[src/rtl/vga_pkg.sv]
// Shared VGA/VRAM definitions: memory geometry, 800x600@60 timing, CPU port FSM encoding.
package vga_pkg;

  localparam int VRAM_ADDR_W = 15;
  localparam int VRAM_DATA_W = 8;

  // 800x600 @ 60 Hz with a 40 MHz pixel clock
  localparam int H_VISIBLE = 800;
  localparam int H_FRONT   = 40;
  localparam int H_SYNC    = 128;
  localparam int H_BACK    = 88;
  localparam int H_TOTAL   = H_VISIBLE + H_FRONT + H_SYNC + H_BACK;
  localparam int V_VISIBLE = 600;
  localparam int V_FRONT   = 1;
  localparam int V_SYNC    = 4;
  localparam int V_BACK    = 23;
  localparam int V_TOTAL   = V_VISIBLE + V_FRONT + V_SYNC + V_BACK;

  typedef enum logic [1:0] {
    C_IDLE = 2'd0,
    C_WAIT = 2'd1,
    C_HOLD = 2'd2
  } cpu_state_e;

endpackage

[src/rtl/sat_counter.sv]
// Saturating up-counter with synchronous clear; flags when the limit is reached.
module sat_counter
  import vga_pkg::*;
#(
  parameter int WIDTH = 3,
  parameter int LIMIT = 4
) (
  input  logic clk,
  input  logic rst_n,
  input  logic inc,
  input  logic clr,
  output logic at_limit
);

  localparam logic [WIDTH-1:0] LIMIT_V = WIDTH'(LIMIT);

  logic [WIDTH-1:0] cnt_q;
  logic [WIDTH-1:0] cnt_d;

  // Clear wins over increment
  always_comb begin
    cnt_d = cnt_q;
    if (clr) begin
      cnt_d = '0;
    end else if (inc && (cnt_q != LIMIT_V)) begin
      cnt_d = cnt_q + 1'b1;
    end
  end

  always_ff @(posedge clk) begin
    if (!rst_n) begin
      cnt_q <= '0;
    end else begin
      cnt_q <= cnt_d;
    end
  end

  assign at_limit = (cnt_q == LIMIT_V);

endmodule

[src/rtl/vram_arbiter.sv]
// Single-port VRAM arbiter: display scanout has priority, CPU gets a bounded-wait slot.
module vram_arbiter
  import vga_pkg::*;
#(
  parameter int ADDR_W       = VRAM_ADDR_W,
  parameter int DATA_W       = VRAM_DATA_W,
  parameter int STARVE_LIMIT = 4
) (
  input  logic              clk,
  input  logic              rst_n,
  input  logic              disp_req,
  input  logic [ADDR_W-1:0] disp_addr,
  output logic              disp_ack,
  output logic              disp_rvalid,
  output logic [DATA_W-1:0] disp_rdata,
  input  logic              cpu_req,
  input  logic              cpu_we,
  input  logic [ADDR_W-1:0] cpu_addr,
  input  logic [DATA_W-1:0] cpu_wdata,
  output logic              cpu_ack,
  output logic              cpu_rvalid,
  output logic [DATA_W-1:0] cpu_rdata,
  output logic              mem_en,
  output logic              mem_we,
  output logic [ADDR_W-1:0] mem_addr,
  output logic [DATA_W-1:0] mem_wdata,
  input  logic [DATA_W-1:0] mem_rdata
);

  localparam int CNT_W = $clog2(STARVE_LIMIT + 1);

  cpu_state_e        cpu_state_q, cpu_state_d;
  logic              disp_ack_q, disp_ack_d;
  logic              cpu_ack_q, cpu_ack_d;
  logic              mem_en_q, mem_en_d;
  logic              mem_we_q, mem_we_d;
  logic [ADDR_W-1:0] mem_addr_q, mem_addr_d;
  logic [DATA_W-1:0] mem_wdata_q, mem_wdata_d;
  logic [1:0]        tag_q, tag_d;
  logic [1:0]        rvalid_q, rvalid_d;
  logic [DATA_W-1:0] disp_hold_q, disp_hold_d;
  logic [DATA_W-1:0] cpu_hold_q, cpu_hold_d;

  logic cpu_pending;
  logic cpu_grant;
  logic disp_grant;
  logic starve_inc;
  logic starve_clr;
  logic starved;

  sat_counter #(
    .WIDTH (CNT_W),
    .LIMIT (STARVE_LIMIT)
  ) u_starve (
    .clk      (clk),
    .rst_n    (rst_n),
    .inc      (starve_inc),
    .clr      (starve_clr),
    .at_limit (starved)
  );

  // Grant decision; the CPU request is ignored while its access is being acked
  always_comb begin
    cpu_pending = cpu_req && (cpu_state_q != C_HOLD);
    cpu_grant   = cpu_pending && (!disp_req || starved);
    disp_grant  = disp_req && !cpu_grant;
    starve_inc  = (cpu_state_q == C_WAIT) && cpu_req && disp_grant;
    starve_clr  = cpu_grant || !cpu_req;

    disp_ack_d  = disp_grant;
    cpu_ack_d   = cpu_grant;
    mem_en_d    = disp_grant || cpu_grant;
    mem_we_d    = cpu_grant && cpu_we;
    mem_addr_d  = '0;
    mem_wdata_d = '0;
    if (cpu_grant) begin
      mem_addr_d = cpu_addr;
      if (cpu_we) begin
        mem_wdata_d = cpu_wdata;
      end
    end else if (disp_grant) begin
      mem_addr_d = disp_addr;
    end

    tag_d       = {disp_grant, cpu_grant && !cpu_we};
    rvalid_d    = tag_q;
    disp_hold_d = rvalid_q[1] ? mem_rdata : disp_hold_q;
    cpu_hold_d  = rvalid_q[0] ? mem_rdata : cpu_hold_q;
  end

  always_comb begin
    cpu_state_d = cpu_state_q;
    case (cpu_state_q)
      C_IDLE: if (cpu_req) cpu_state_d = cpu_grant ? C_HOLD : C_WAIT;
      C_WAIT: begin
        if (!cpu_req) begin
          cpu_state_d = C_IDLE;
        end else if (cpu_grant) begin
          cpu_state_d = C_HOLD;
        end
      end
      C_HOLD:  cpu_state_d = C_IDLE;
      default: cpu_state_d = C_IDLE;
    endcase
  end

  always_ff @(posedge clk) begin
    if (!rst_n) begin
      cpu_state_q <= C_IDLE;
      disp_ack_q  <= 1'b0;
      cpu_ack_q   <= 1'b0;
      mem_en_q    <= 1'b0;
      mem_we_q    <= 1'b0;
      mem_addr_q  <= '0;
      mem_wdata_q <= '0;
      tag_q       <= '0;
      rvalid_q    <= '0;
      disp_hold_q <= '0;
      cpu_hold_q  <= '0;
    end else begin
      cpu_state_q <= cpu_state_d;
      disp_ack_q  <= disp_ack_d;
      cpu_ack_q   <= cpu_ack_d;
      mem_en_q    <= mem_en_d;
      mem_we_q    <= mem_we_d;
      mem_addr_q  <= mem_addr_d;
      mem_wdata_q <= mem_wdata_d;
      tag_q       <= tag_d;
      rvalid_q    <= rvalid_d;
      disp_hold_q <= disp_hold_d;
      cpu_hold_q  <= cpu_hold_d;
    end
  end

  // RAM data arrives the cycle after the access, so it is forwarded straight through
  assign disp_ack    = disp_ack_q;
  assign cpu_ack     = cpu_ack_q;
  assign mem_en      = mem_en_q;
  assign mem_we      = mem_we_q;
  assign mem_addr    = mem_addr_q;
  assign mem_wdata   = mem_wdata_q;
  assign disp_rvalid = rvalid_q[1];
  assign cpu_rvalid  = rvalid_q[0];
  assign disp_rdata  = rvalid_q[1] ? mem_rdata : disp_hold_q;
  assign cpu_rdata   = rvalid_q[0] ? mem_rdata : cpu_hold_q;

endmodule

[config.mk]
export PLATFORM = sky130hd
export DESIGN_NAME = vram_arbiter
export DESIGN_NICKNAME = d
export VERILOG_FILES = /design/src/rtl/vga_pkg.sv /design/src/rtl/sat_counter.sv /design/src/rtl/vram_arbiter.sv
export SDC_FILE = /design/constraint.sdc
export NUM_CORES = 1
export LEC_CHECK = 0
export BUFFER_PORTS_ARGS = -buffer_cell sky130_fd_sc_hd__buf_4
export CAP_MARGIN = 20
export CORE_UTILIZATION = 40
export CTS_CLUSTER_SIZE = 10
export DETAILED_ROUTE_END_ITERATION = 16
export PLACE_DENSITY = 0.8
export SETUP_SLACK_MARGIN = 0.05
export SYNTH_ARGS = -nofsm -noshare
export SYNTH_HDL_FRONTEND = slang
export SYNTH_SLANG_ARGS = --single-unit
[constraint.sdc]
create_clock -name clk -period 1.95 [get_ports clk]
set_clock_uncertainty 0.2 [all_clocks]
set_input_delay 0.0975 -clock clk [delete_from_list [all_inputs] [get_ports clk]]
set_output_delay 0.0975 -clock clk [all_outputs]
set_load 0.02 [all_outputs]
==> results.cfg, run 1 <==
[cts]
path_clk_slew_ns = 0.10
clk_latency_ns = 0.30
cts_tree = done
cts-root-buf = clkbuf_8
cts.sink_count = 51
cts_setup_buffers = 0
cts-htree-levels = 2
numCtsBuffers = 5
clock_path_buffers = 2

[layout]
layout.area.seq_um2 = 1020
fillers = 364
area_growth_pct = 62.7
fin_nets = 401
multi_input_area_um2 = 917
layout-drive-gt1-share_pct = 31.2
antenna_cells = 0

[synthesis]
synthXorXnorAreaFrac_pct = 0
yosys.area.top_type = dfxtp_1
netlist_area_um2 = 2090
ys_ff_latch = 51
seq_area_frac_synth_pct = 48.9
synth_top_family_by_area = simple AND/OR/NAND/NOR gates
syn_nets = 267
yosys.cell_count.top_type = dfxtp_1
synth.distinct_cells = 31
synthFlopType = dfxtp_1
async_flop_share_pct = 0
synthAdderAreaFrac_pct = 1.20
netlist_top_cells_count = dfxtp_1, and2_1, mux2_1, nand4_1
synth-compound-area-share_pct = 14.6
synth_cells = 214
synth_mux_area_share_pct = 8.63
synth-simple-area-share_pct = 19.5
synthTopCellsByArea = dfxtp_1, mux2_1, a31o_1, a21boi_1, and2_1
synth-edff-count = 0
yosysWarnings = 0
syn_area_per_cell_um2 = 9.75
synth_top_area_share_pct = 48.9

[grt]
grt_max_degree = 40
grt_pass1_vias = 2035
grt_antenna_before_repair = 0
grt_pass1_wl_um = 8870
gr-total-overflow = 0
grt_usage_pct = 21.4

[timing]
fmax_ghz = 0.563
fin_tns_setup_ns = 0
maxSlewHeadroom_pct = 68.7
setup_viol = 0
slew_violations = 0
finalHoldViolations = 0
period_share_pct = 91.0
worst_pin_slew_ns = 0.466
min_period_ns = 1.78
rsz0062_at_grt = no

[min_path]
worstHoldEndpoint = mem_addr[4]
holdCritStartpoint = rst_n
hold_class = in2reg
holdPathStages = 2

[setup_path]
rr_worst_depth = 6
startpoint_type = flip-flop
r2r_slack_ns = 0.22
reg2reg_to = mem_addr[9]
crit_path_max_fanout = 9
worstPathArrival_ns = 1.48
crit_path_end_kind = primary output
required_ns = 1.65
reg2reg_from = u_starve.cnt_q[0]
critPathKind = reg2out

[detailed_routing]
drcViolationCount = 0
first_pass_iters = 4
viasPerCell = 4.91
drtIter0Drc = 69
avgRoutedWirePerCell_um = 13.9
wirelength_um = 5800
via_count = 2044
antenna_left = 0

[die]
die_h_um = 74.2
chipWidth_um = 74.2
start_util_pct = 42.8
ios = 96
die-area_um2 = 5510
fp-row-count = 25
core-area_um2 = 4880

[run_status]
status = completed

[power_and_ir_drop]
vdd_drop_max_v = 0.000387
total_power_mw = 2.14
powerDensity_nw_per_um2 = 629
p_leak_nw = 1.58

[placed_design]
port_buffers = 95
gp_congestion = 0.715
dpl.hpwl_um = 3360

[job]
maxCapViolations = 0
-- report_power, final --
part | switching (mW) | internal [mW]
registers | 0.0151 | 1.08
logic | 0.179 | 0.226
clock network | 0.374 | 0.266
-- routing by layer --
metal	share of wire (%)	GRT usage, %
met5	0	0
met3	5.1	4.20
met1	40	22.3
met4	2.1	9.64
met2	52	41.2
-- cell families (layout without fill, tap and decap cells) --
family,Yosys count,after routing
mux,16,16
simple gates,72,72
compound gates,40,40
fa+ha+maj,2,2
buf+inv,33,168
flops,51,51
-- through the flow --
step / hold WS [ns] / std cells / setup slack [ns] / util, % / cell area [um2]
2_1_floorplan: -0.0301 / 214 / 0.263 / - / 2090
3_3_place_gp: 0.0645 / 360 / 0.329 / 57.7 / 2820
3_5_place_dp: 0.0722 / 360 / 0.295 / 57.7 / 2820
4_1_cts: 0.0100 / 416 / 0.153 / 69.6 / 3400
5_1_grt: 0.0250 / 416 / 0.0692 / 69.6 / 3400
6_report: 0.0144 / 416 / 0.175 / 69.6 / 3400
-- sequential cells by signal, summed over array words and instances, names as in the netlist --
signal and flops:
disp_ack 1, mem_addr 15, rvalid_q 2, disp_hold_q 8, rvalid_d 1, u_starve.cnt_q 3, cpu_hold_q 8, cpu_state_q 2
cpu_ack 1, mem_wdata 8, mem_we 1, mem_en 1
-- worst max-delay path: stages (launching register included) --
cell and delay [ns]:
dfxtp_1 0.60, mux2_1 0.39, buf_4 0.17
-- final cells by class --
| cell class | count | area share (%) |
|---|---|---|
| clock buffers | 5 | 2.03 |
| clock inverters | 3 | 0.847 |
| inverters | 12 | 1.33 |
| multi-input cells | 130 | 27.0 |
| flip-flops and latches | 51 | 30.1 |
| well taps | 67 | 2.47 |
| repair buffers | 148 | 36.3 |
-- how the worst max path moves through the flow --
stage,cells past startpoint,to,slack (ns),start
after floorplan,3,cpu_hold_q[0],0.26,rvalid_q[0]
after global placement,6,mem_addr[8],0.33,u_starve.cnt_q[0]
after detailed placement,6,mem_addr[10],0.30,u_starve.cnt_q[0]
after CTS,2,cpu_rdata[2],0.15,rvalid_q[0]
after global routing,5,u_starve.cnt_q[1],0.07,u_starve.cnt_q[0]
final,2,cpu_rdata[3],0.17,rvalid_q[0]
-- cell usage in the layout (no fill, tap or decap), drive strengths merged --
cell,count
and4b,2
nand3,3
and3,1
dlygate4sd3,48
dfxtp,51
clkinv,2
o211ai,1
ha,2
a21oi,4
nor2,2
or3,1
nand4,16
o21ai,3
buf,100
clkbuf,5
nor3,8
inv,13
mux2,16
nand3b,1
a31o,15
a21bo,1
nand2,15
nand2b,1
nor2b,2
and2,18
and3b,1
a21boi,16
nand4b,1
-- what timing repair did --
item / CTS / global route
endpoints found under the hold margin: 43 / 0
gates resized for setup: 0 / 0
hold buffers: 48 / 0
No activity file was read; power rests on OpenSTA's default activity.
==> inputs of run 2 (changes only) <==
==> constraint.sdc (replaced) <==
create_clock -name clk -period 1.9 [get_ports clk]
set_clock_uncertainty 0.2 [all_clocks]
set_input_delay 0.095 -clock clk [delete_from_list [all_inputs] [get_ports clk]]
set_output_delay 0.095 -clock clk [all_outputs]
set_load 0.02 [all_outputs]
==> run 2 against run 1 <==
  * Design area increased by 0.92%
  * Register-to-register slack about the same
  * Worst hold slack hardly changed
  * Critical endpoint is now cpu_rdata[2]
  * Cell count is 0.48% higher
  * Critical path type unchanged
  * Worst setup slack got worse by 0.034 ns
  * Routed wire length fell by 1.3%
  * Highest routed layer unchanged
  * Largest cell class unchanged
  * Total power up 6.1%
==> results.cfg, run 2 (same netlist as run 1, synthesis figures left out) <==
[timing]
finalHoldViolations = 0
setup_viol = 0
min_period_ns = 1.76
slew_violations = 0
worst_pin_slew_ns = 0.434
worst_hold_slack_ns = 0.0147
period_share_pct = 92.6
fmax_ghz = 0.568
maxSlewHeadroom_pct = 70.8
rsz0062_at_grt = no
fin_tns_setup_ns = 0

[placed_design]
gp_congestion = 0.738
dp.cells = 361
dpl.hpwl_um = 3400
port_buffers = 95

[layout]
largest_reg_flops = 15
fin_nets = 404
fin_cells = 418
layout_commonest_cell = buf_4
area_growth_pct = 64.2
layout-drive-gt1-share_pct = 31.6
antenna_cells = 0
final_cell_mix = buf_4, dfxtp_1, dlygate4sd3_1

[cts]
numCtsBuffers = 5
cts-root-buf = clkbuf_8
cts_tree = done
cts.sink_count = 51
cts_resized = 0
path_clk_slew_ns = 0.08
clk_latency_ns = 0.30
cts-htree-levels = 2
clock_path_buffers = 2

[run_status]
status = completed

[setup_path]
critPathKind = reg2out
required_ns = 1.60
critical-path-top-delay-family = flip-flops
worstPathBufferInverterCount = 1
rr_worst_depth = 6
slowest_delay_ns = 0.59
critPathSlowestCell = dfxtp_1
reg2reg_from = u_starve.cnt_q[0]
crit_path_max_fanout = 9
r2r_slack_ns = 0.22
cp_cell_sequence = mux2_1, buf_4
crit_path_end_kind = primary output
startpoint_type = flip-flop
worstPathArrival_ns = 1.46
reg2reg_to = mem_addr[10]

[detailed_routing]
wirelength_um = 5720
drtIter0Drc = 51
via_count = 2046
drcViolationCount = 0
avgRoutedWirePerCell_um = 13.7
viasPerCell = 4.89
antenna_left = 0
first_pass_iters = 4

[job]
maxCapViolations = 0

[die]
ios = 96
fp-row-count = 25
die_h_um = 74.2
die-area_um2 = 5510
start_util_pct = 42.8
core-area_um2 = 4880
chipWidth_um = 74.2

[grt]
grt_pass1_vias = 1998
grt_pass1_wl_um = 9010
grt_antenna_before_repair = 0
gr-total-overflow = 0
grt_usage_pct = 21.5
grt_max_degree = 40

[min_path]
worstHoldEndpoint = mem_addr[7]
holdCritStartpoint = rst_n
holdPathStages = 2
hold_class = in2reg

[power_and_ir_drop]
powerDensity_nw_per_um2 = 661
p_leak_nw = 1.60
vdd_drop_max_v = 0.000340
==> run 2: cell count changes in the layout (fill, tap and decap cells not counted) <==
cell	delta
buf_4	+3
clkinvlp_4	+1
inv_8	-1
clkinv_4	-2
bufinv_16	+1
==> run 2: worst max-delay path by stage <==
| stage | slack [ns] | endpoint | start | depth (start not counted) |
|---|---|---|---|---|
| final | 0.14 | cpu_rdata[2] | rvalid_q[0] | 2 |
| after global routing | 0.08 | cpu_rdata[2] | rvalid_q[0] | 2 |
| after CTS | 0.1 | mem_wdata[0] | disp_req | 5 |
| after detailed placement | 0.16 | mem_wdata[0] | u_starve.cnt_q[0] | 5 |
| after global placement | 0.28 | mem_addr[4] | u_starve.cnt_q[0] | 6 |
| after floorplan | 0.21 | cpu_hold_q[0] | rvalid_q[0] | 3 |
==> run 2: where the power goes <==
part / leakage [nW] / switching (mW) / internal, mW
Clock: 0.0502 / 0.343 / 0.385
Combinational: 1.13 / 0.184 / 0.235
Sequential: 0.416 / 0.0146 / 1.10
==> run 2: final cells by class <==
type	count	area, um2
clock buffer	5	68.8
tap	67	83.8
inverter	12	45.0
fill	378	1450
multi-input combinational	130	917
clock inverter	2	37.5
sequential	51	1020
timing repair buffer	151	1250
==> run 2: worst register-to-register path: stages (launching register included) <==
cell      delay (ns)
dfxtp_1         0.36
inv_1           0.07
ha_1            0.20
a21bo_1         0.24
buf_4           0.19
a31o_1          0.22
a21boi_1        0.13
==> run 2: through the flow <==
step	area, um2	power, mW	utilization, %	setup WS [ns]
after floorplan	2090	1.31	-	0.213
after global placement	2830	1.47	57.9	0.277
after detailed placement	2830	1.47	57.9	0.163
after CTS	3410	2.28	69.9	0.0955
after global routing	3430	2.37	70.2	0.0806
final	3430	2.26	70.2	0.141
==> run 2: metal layers <==
layer | track usage [%] | share of wire, % | up-vias
met4 | 6.92 | 1.2 | 0
met1 | 23.9 | 40 | 950
met5 | 0 | 0 | -
met3 | 5.01 | 6.1 | 7
li1 | - | - | 1015
met2 | 40.3 | 53 | 74
==> run 2: what timing repair did <==
action | 4_1_cts | 5_1_grt
setup buffers | 0 | 2
endpoints found under the hold margin | 42 | 0
endpoints found under the setup margin | 0 | 9
hold buffers | 48 | 0
